==> src/rtl/ctrl_pkg.sv <==
// Shared definitions for the control sequencer: opcode values, ALU select
// codes, FSM state encoding, decoded-control record and counter sizing helper.
package ctrl_pkg;

  localparam logic [3:0] OPC_ADD    = 4'd0;
  localparam logic [3:0] OPC_SUB    = 4'd1;
  localparam logic [3:0] OPC_MUL    = 4'd4;
  localparam logic [3:0] OPC_DIV    = 4'd5;
  localparam logic [3:0] OPC_OUT_WR = 4'd6;
  localparam logic [3:0] OPC_OUT_RD = 4'd7;

  localparam logic [2:0] ALU_ADD = 3'b000;
  localparam logic [2:0] ALU_SUB = 3'b001;
  localparam logic [2:0] ALU_MUL = 3'b100;
  localparam logic [2:0] ALU_DIV = 3'b101;

  typedef enum logic [1:0] {
    ST_IDLE  = 2'd0,
    ST_ISSUE = 2'd1,
    ST_WAIT  = 2'd2
  } state_e;

  typedef struct packed {
    logic [2:0] op_select;
    logic       sub;
    logic       we;
    logic       re;
    logic       alu;
    logic       multi;
    logic       illegal;
  } dec_t;

  // Width of the latency counter: enough for the longest op, never zero.
  function automatic int cnt_width(input int a, input int b);
    int m;
    m = (a > b) ? a : b;
    if (m > 1) begin
      return $clog2(m);
    end else begin
      return 1;
    end
  endfunction

endpackage

==> src/rtl/ctrl_decode.sv <==
// Combinational opcode decoder: maps a 4-bit opcode onto ALU select, subtract,
// output-register strobes, multi-cycle and illegal indications.
module ctrl_decode
  import ctrl_pkg::*;
(
  input  logic [3:0] opcode,
  output dec_t       dec
);

  // Opcode to control-field lookup; unlisted opcodes are reported illegal (NOP).
  always_comb begin
    dec = '0;
    case (opcode)
      OPC_ADD: begin
        dec.op_select = ALU_ADD;
        dec.alu       = 1'b1;
      end
      OPC_SUB: begin
        dec.op_select = ALU_SUB;
        dec.sub       = 1'b1;
        dec.alu       = 1'b1;
      end
      OPC_MUL: begin
        dec.op_select = ALU_MUL;
        dec.alu       = 1'b1;
        dec.multi     = 1'b1;
      end
      OPC_DIV: begin
        dec.op_select = ALU_DIV;
        dec.alu       = 1'b1;
        dec.multi     = 1'b1;
      end
      OPC_OUT_WR: begin
        dec.we = 1'b1;
      end
      OPC_OUT_RD: begin
        dec.re = 1'b1;
      end
      default: begin
        dec.illegal = 1'b1;
      end
    endcase
  end

endmodule

==> src/rtl/control_sequencer.sv <==
// Registered control sequencer: accepts instructions over valid/ready, drives
// ALU and output-register control one cycle after transfer, and holds control
// while stalling fetch for multi-cycle MUL/DIV.
// Optional feature macro: CTRL_ILLEGAL_TRAP_EN (sticky illegal-opcode trap).
module control_sequencer
  import ctrl_pkg::*;
#(
  parameter int INSTR_W    = 16,
  parameter int IDX_W      = 5,
  parameter int MUL_CYCLES = 3,
  parameter int DIV_CYCLES = 8
) (
  input  logic               clk,
  input  logic               rst,
  input  logic               instr_valid,
  output logic               instr_ready,
  input  logic [INSTR_W-1:0] instruction,
  output logic [2:0]         op_select,
  output logic               sub,
  output logic               op_valid,
  output logic               op_done,
  output logic               write_enable,
  output logic               read_enable,
  output logic [IDX_W-1:0]   output_index,
  output logic               busy,
  output logic               illegal
);

  localparam int CNT_W = cnt_width(MUL_CYCLES, DIV_CYCLES);
  // Count loaded on entry to WAIT: WAIT runs CYCLES-2 down to 0.
  localparam logic [CNT_W-1:0] MUL_LOAD = (MUL_CYCLES > 1) ? CNT_W'(MUL_CYCLES - 2) : CNT_W'(0);
  localparam logic [CNT_W-1:0] DIV_LOAD = (DIV_CYCLES > 1) ? CNT_W'(DIV_CYCLES - 2) : CNT_W'(0);
  localparam logic MUL_LONG = (MUL_CYCLES > 1);
  localparam logic DIV_LONG = (DIV_CYCLES > 1);

  state_e             state_q, state_d;
  logic [CNT_W-1:0]   count_q, count_d;
  logic               long_q, long_d;
  logic [2:0]         op_select_q, op_select_d;
  logic               sub_q, sub_d;
  logic               op_valid_q, op_valid_d;
  logic               op_done_q, op_done_d;
  logic               we_q, we_d;
  logic               re_q, re_d;
  logic [IDX_W-1:0]   index_q, index_d;
  logic               busy_q, busy_d;
  logic               illegal_q, illegal_d;

  dec_t               dec_s;
  logic               ready_s;
  logic               xfer_s;
  logic               is_div_s;
  logic               new_long_s;
  logic [CNT_W-1:0]   new_load_s;
  logic               instr_unused_s;

  ctrl_decode u_decode (
    .opcode (instruction[INSTR_W-1 -: 4]),
    .dec    (dec_s)
  );

  // Middle instruction bits carry no meaning for the sequencer.
  assign instr_unused_s = ^{instruction, dec_s.illegal};

  assign is_div_s   = (dec_s.op_select == ALU_DIV);
  assign new_long_s = dec_s.multi & (is_div_s ? DIV_LONG : MUL_LONG);
  assign new_load_s = is_div_s ? DIV_LOAD : MUL_LOAD;
  assign xfer_s     = instr_valid & ready_s;

  // Accept in IDLE or after a single-cycle op; never during reset or a trap.
  always_comb begin
    ready_s = 1'b0;
    if (rst) begin
      ready_s = 1'b0;
    end else if (illegal_q) begin
      ready_s = 1'b0;
    end else begin
      case (state_q)
        ST_IDLE:  ready_s = 1'b1;
        ST_ISSUE: ready_s = ~long_q;
        default:  ready_s = 1'b0;
      endcase
    end
  end

  // Next-state, latency counter and next registered control outputs.
  always_comb begin
    state_d     = state_q;
    count_d     = count_q;
    long_d      = long_q;
    op_select_d = 3'b000;
    sub_d       = 1'b0;
    op_valid_d  = 1'b0;
    op_done_d   = 1'b0;
    we_d        = 1'b0;
    re_d        = 1'b0;
    index_d     = {IDX_W{1'b0}};
`ifdef CTRL_ILLEGAL_TRAP_EN
    illegal_d   = illegal_q | (xfer_s & dec_s.illegal);
`else
    illegal_d   = 1'b0;
`endif
    if (xfer_s) begin
      state_d     = ST_ISSUE;
      op_select_d = dec_s.op_select;
      sub_d       = dec_s.sub;
      we_d        = dec_s.we;
      re_d        = dec_s.re;
      op_valid_d  = dec_s.alu;
      op_done_d   = dec_s.alu & ~new_long_s;
      long_d      = new_long_s;
      count_d     = new_long_s ? new_load_s : CNT_W'(0);
      if (dec_s.we | dec_s.re) begin
        index_d = instruction[IDX_W-1:0];
      end else begin
        index_d = {IDX_W{1'b0}};
      end
    end else begin
      case (state_q)
        ST_IDLE: begin
          state_d = ST_IDLE;
        end
        ST_ISSUE: begin
          if (long_q) begin
            state_d     = ST_WAIT;
            op_select_d = op_select_q;
            sub_d       = sub_q;
            op_done_d   = (count_q == CNT_W'(0));
          end else begin
            state_d = ST_IDLE;
            long_d  = 1'b0;
          end
        end
        ST_WAIT: begin
          if (count_q == CNT_W'(0)) begin
            state_d = ST_IDLE;
            long_d  = 1'b0;
          end else begin
            count_d     = count_q - CNT_W'(1);
            op_select_d = op_select_q;
            sub_d       = sub_q;
            op_done_d   = (count_q == CNT_W'(1));
          end
        end
        default: begin
          state_d = ST_IDLE;
          long_d  = 1'b0;
          count_d = CNT_W'(0);
        end
      endcase
    end
    busy_d = (state_d != ST_IDLE);
  end

  // State, counter and output registers with synchronous reset.
  always_ff @(posedge clk) begin
    if (rst) begin
      state_q     <= ST_IDLE;
      count_q     <= CNT_W'(0);
      long_q      <= 1'b0;
      op_select_q <= 3'b000;
      sub_q       <= 1'b0;
      op_valid_q  <= 1'b0;
      op_done_q   <= 1'b0;
      we_q        <= 1'b0;
      re_q        <= 1'b0;
      index_q     <= {IDX_W{1'b0}};
      busy_q      <= 1'b0;
      illegal_q   <= 1'b0;
    end else begin
      state_q     <= state_d;
      count_q     <= count_d;
      long_q      <= long_d;
      op_select_q <= op_select_d;
      sub_q       <= sub_d;
      op_valid_q  <= op_valid_d;
      op_done_q   <= op_done_d;
      we_q        <= we_d;
      re_q        <= re_d;
      index_q     <= index_d;
      busy_q      <= busy_d;
      illegal_q   <= illegal_d;
    end
  end

  assign instr_ready  = ready_s;
  assign op_select    = op_select_q;
  assign sub          = sub_q;
  assign op_valid     = op_valid_q;
  assign op_done      = op_done_q;
  assign write_enable = we_q;
  assign read_enable  = re_q;
  assign output_index = index_q;
  assign busy         = busy_q;
  assign illegal      = illegal_q;

endmodule

==> config.mk <==
export PLATFORM = sky130hd
export DESIGN_NAME = control_sequencer
export DESIGN_NICKNAME = d
export VERILOG_FILES = /design/src/rtl/ctrl_pkg.sv /design/src/rtl/ctrl_decode.sv /design/src/rtl/control_sequencer.sv
export SDC_FILE = /design/constraint.sdc
export NUM_CORES = 1
export LEC_CHECK = 0
export CORE_MARGIN = 2
export CORE_UTILIZATION = 23
export CTS_CLUSTER_DIAMETER = 60
export DETAILED_ROUTE_END_ITERATION = 6
export GPL_ROUTABILITY_DRIVEN = 0
export MAX_ROUTING_LAYER = met4
export PLACE_DENSITY = 0.48
export SETUP_SLACK_MARGIN = 0.15
export SYNTH_ARGS = -nofsm -noshare
export SYNTH_HDL_FRONTEND = slang
export SYNTH_SLANG_ARGS = --single-unit
==> constraint.sdc <==
create_clock -name clk -period 2.6 [get_ports clk]
set_input_delay 0.39 -clock clk [delete_from_list [all_inputs] [get_ports clk]]
set_output_delay 0.39 -clock clk [all_outputs]
set_load 0.02 [all_outputs]
### Word level (Yosys, flattened, before mapping)

Index checks and enable logic that the tools add are counted.

* bitwise gates (word level): 7
* add/sub/neg operators: 1
* muxes and demuxes: 32
* equality and inequality tests: 14
* reduce and logical (&&, ||, !) cells: 12

Operators by type and width (count)
* 3-bit 2-to-1 mux: 7
* 4-bit by 3-bit == test with 1-bit output (second input constant): 4
* 1-bit 2-to-1 mux: 14
* 3-bit case mux with 2 select lines: 2
* 3-bit != test (second input constant): 3
* 3-bit case mux with 3 select lines: 1
* 2-bit 2-to-1 mux: 3
* 1-bit case mux with 2 select lines: 3
* 2-bit AND reduction: 3
* 2-bit OR reduction: 3
* 4-bit by 1-bit == test with 1-bit output (second input constant): 1
* 4-bit logical NOT: 1
* 1-bit inverter: 4
* 2-bit case mux with 2 select lines: 1
* 4-bit OR reduction: 1
* 3-bit by 1-bit == test with 1-bit output (second input constant): 1
* 3-bit == test (second input constant): 1
* 3-bit logical NOT: 1
* 1-bit case mux with 3 select lines: 1
* 3-bit OR reduction: 1
* 3-bit by 1-bit subtractor with 3-bit output (second input constant): 1
* 1-bit bitwise AND: 2
* 2-bit by 1-bit == test with 1-bit output (second input constant): 1
* 2-bit == test (second input constant): 1
* other kinds (5): 5

* output and inout port bits: 16
* register bits after elaboration: 20
* input port bits: 19

### Longest topological paths before layout

* word-level depth: 6
* mapped depth: 7
* depth with buffers taken out: 6

### Hierarchy

Synthesis repeated with hierarchy kept, for this count alone.

* cell total of the unflattened synthesis: 113
* area total of the unflattened synthesis: 1048.5 µm²

By module, submodules not included
* control_sequencer: area each 972.2 µm², sequential area each 400.4 µm², cells each 101, instances 1
* ctrl_decode: area each 76.3 µm², sequential area each 0.0 µm², cells each 12, instances 1

### Least setup slack after synthesis

Ideal clock, no wire load.

* path type: flip-flop to flip-flop
* start point: register state_q[0]
* end point: register count_q[2]
* data required time: 2509 ps
* period minus slack after synthesis: 1747 ps
* slack: 853 ps
* cell stages (with the launch flop): 7
* arrival: 1656 ps
* setup time: 91 ps
* cell sequence: dfxtp_1 -> inv_1 -> ha_1 -> or2_1 -> clkbuf_2 -> or4_1 -> a311oi_1

* longest elaborated chain between the ends: 6
* elaborated cells on any way between the ends: 12

Ends and longest elaborated chain
* start, declared: line control_sequencer.sv:36 `state_e state_q, state_d;`
* start signal, assigned: line control_sequencer.sv:171 `state_q <= state_d;`
* 2-bit by 1-bit == test with 1-bit output or 2-bit logical NOT (tied branches): line control_sequencer.sv:78, control_sequencer.sv:119
* 1-bit case mux with 2 select lines: line control_sequencer.sv:78 `case (state_q)`
* 1-bit 2-to-1 mux: line control_sequencer.sv:73 `if (rst) begin`
* 1-bit bitwise AND: line control_sequencer.sv:68 `assign xfer_s = instr_valid & ready_s;`
* 3-bit != test (no source line) or 2-bit by 1-bit != test with 1-bit output (tied branches)
* 2-bit AND reduction (no source line)
* end signal, assigned: line control_sequencer.sv:172 `count_q <= count_d;`
* end, declared: line control_sequencer.sv:37 `logic [CNT_W-1:0] count_q, count_d;`

Parallel ways exist; a longest one is shown, timed or not.
A chain may end at the register's enable or synchronous reset.

### Worst setup path after layout

* start point: register state_q[1]
* end point: output port instr_ready

* longest elaborated chain between the ends: 3
* elaborated cells on any way between the ends: 4

Ends and longest elaborated chain
* 2-bit by 1-bit == test with 1-bit output or 2-bit logical NOT (tied branches): line control_sequencer.sv:78
* 1-bit case mux with 2 select lines *: line control_sequencer.sv:78
* 1-bit 2-to-1 mux *: line control_sequencer.sv:73
* end, declared: line control_sequencer.sv:16 `output logic instr_ready,`

Every way passes the cells marked *; elsewhere a longest branch is shown, timed or not.

==> run metrics <==
outcome=finished, final reports clean; total grt overflow=0; Worst Setup SP=state_q[1]; Most Crowded Layer GR=met2; clock latency on the worst-skew pair=0.25 ns; DR vias=752; initial antenna violation count=0; clock slew at reported path FFs=roughly 0.07 ns; Post-Synth XOR/XNOR Area=0%; Max Transition Viols Final=0; maxcap violations=0; leak pwr=between 0.4 and 0.5 nW; DR WL/cell=around 12 microns; Die Y=about 65 microns; drt pass-1 iters=4; min Tclk post-route=around 2.3 ns; post-CTS sizing=0; final total power=approximately 0.58 mW; vias in the first global route=~750; Clock Sinks=19; Post-DP HPWL=1.53 mm; final critical-path share of the clock period=88.6%; Hold-fix buffers, CTS=0; CP Launch Type=flop; Worst Setup End Kind=primary output; library cells used by synthesis=35; Synth Area in Compound Gates=between 10% and 20%; largest family of logic cells by synthesized area=simple AND/OR/NAND/NOR gates; CTS tree=built; first-pass GRT wire length=about 3.3 mm; synthesized area=862 sq um; Die W=between 60 and 70 microns; PortBufs=25; CTS root buf=clkbuf_8; Final Hold Vio Count=0; GRT Overall Usage=about a tenth; I/O Pins=35; Setup CP Type=reg2out; Antenna Cells=0; average size of a mapped cell=between 9 and 10 sq um; Via density=4.45; commonest non-fill, non-tap cell in the layout=clkdlybuf4s50_1; Req. time, crit path=approximately 2.2 ns; Synth Register Bits=19; layout cell share with drive strength beyond 1=4.96%; mux cell area share after synthesis=0%; Antenna Nets Post-Route=0; Placed Instance Area=about 1200 sq um; DRC=0; most frequent cells in the layout=25 x clkdlybuf4s50_1, 19 x dfxtp_1, 10 x nand2_1, 9 x nor2_1, 8 x and2_1; core area=roughly 3600 sq um; post-route cell area=about 1200 sq um; die area=between 4000 and 5000 sq um; R2R Path Start=state_q[1]; RSZ-0062 raised after global routing=false; crit path DAT=between 1.5 and 2 ns; drt total wl=between 1.5 and 2 mm; Simple-Gate Fraction of Synth Area=between 20% and 30%; # setup viols final=0; Worst Hold Class=reg2reg; Final TNS setup=0 ns; Post-Synthesis Cells=95; Syn-to-layout area delta=38.9%; met3 GRT Util=2.74%; Filler cells=398; Yosys Warn Count=0; M2 GR Usage=about 17%; maximum clock path buffer count=2; Peak VDD IR=0.000129 V; drt initial violations=31; starting density of the core=between 20% and 30%; HP Start=op_select[2]; GRT met1 Usage=a little under an eighth; Worst Skew=about 0.0025 ns; area share of fa/ha/maj cells after synthesis=8.71%; FMAX=434 MHz; TritonCTS Buffers=3; # H-tree levels=1; post-CTS setup buffer count=0; largest net degree at the start of global routing=13; sequential fraction of the synthesis area=44.1%; crit path max fanout=4; fin nets=147; Pwr Density=about 490 nW/um^2; num rows=22
[worst max-delay path: stages (launching register included)]
cell             delay [ns]
dfxtp_1                0.34
inv_1                  0.08
ha_1                   0.20
nor2b_1                0.26
nor2_1                 0.07
nor2_1                 0.10
clkdlybuf4s50_1        0.61
[flip-flops by register name (all words and copies together), names as in the netlist]
name,flops
op_valid,1
write_enable,1
busy,1
read_enable,1
op_select,2
count_q,3
output_index,5
sub,1
long_q,1
state_q,2
op_done,1
[Yosys cell counts, drive strengths merged]
master | count | share of area [%]
o21ai | 4 | 2.3
a31oi | 2 | 1.5
and4b | 1 | 1.2
a22o | 1 | 1.0
o211a | 1 | 1.2
or4 | 1 | 0.87
inv | 6 | 2.6
nor2 | 9 | 3.9
and2 | 8 | 5.8
dfxtp | 19 | 44
nand2b | 1 | 0.73
a21oi | 2 | 1.2
a2111oi | 1 | 1.0
a211oi | 2 | 1.7
o311a | 1 | 1.2
o41ai | 1 | 1.0
o211ai | 1 | 0.87
nor4bb | 1 | 1.2
nand3b | 1 | 0.87
conb | 1 | 0.43
a21bo | 1 | 1.2
a31o | 1 | 1.0
a311oi | 1 | 1.0
nand3 | 1 | 0.58
clkbuf | 1 | 0.58
nor2b | 3 | 2.2
o32ai | 1 | 1.0
ha | 6 | 8.7
nand2 | 10 | 4.4
a32o | 1 | 1.2
buf | 3 | 2.3
nor3 | 1 | 0.58
or2 | 1 | 0.73
[final timing paths]
check	cells past startpoint	end	slack, ns
worst max-delay path	6	instr_ready	0.30
worst max register to register	5	count_q[2]	0.75
worst min register to register	1	op_select[2]	0.49
worst min-delay path	1	op_select[2]	0.49
[per-layer routing]
metal | share of wire, % | vias up
met1 | 45 | 342
met4 | 2.4 | 0
met2 | 47 | 25
met5 | 0 | -
li1 | - | 380
met3 | 5.6 | 5
[report_power, final]
group	leakage, nW	switching, mW	internal [mW]
clock network	0.0255	0.0941	0.106
registers	0.154	0.00429	0.298
logic	0.272	0.0422	0.0380
[cell type report]
type,count,area (sq um),share of cell area [%]
multi-input cells,67,438,36.6
repair buffers,25,250,20.9
clock buffers,3,41.3,3.45
well taps,48,60.1,5.02
flip-flops and latches,19,380,31.8
clock inverters,1,5.00,0.418
inverters,6,22.5,1.88
[through the flow]
step	util [%]	worst slack [ns]	hold slack, ns	cells
2_1_floorplan	-	0.853	0.459	96
3_3_place_gp	31.7	0.520	0.451	165
3_5_place_dp	31.7	0.494	0.467	165
4_1_cts	33.0	0.281	0.495	169
5_1_grt	33.0	0.190	0.510	169
6_report	33.0	0.296	0.486	169
[logic make-up after synthesis]
kind of cell / Yosys count
flops: 19
simple gates: 38
other cells: 1
buf+inv: 10
fa+ha+maj: 6
compound gates: 21
No activity file was read; power rests on OpenSTA's default activity.
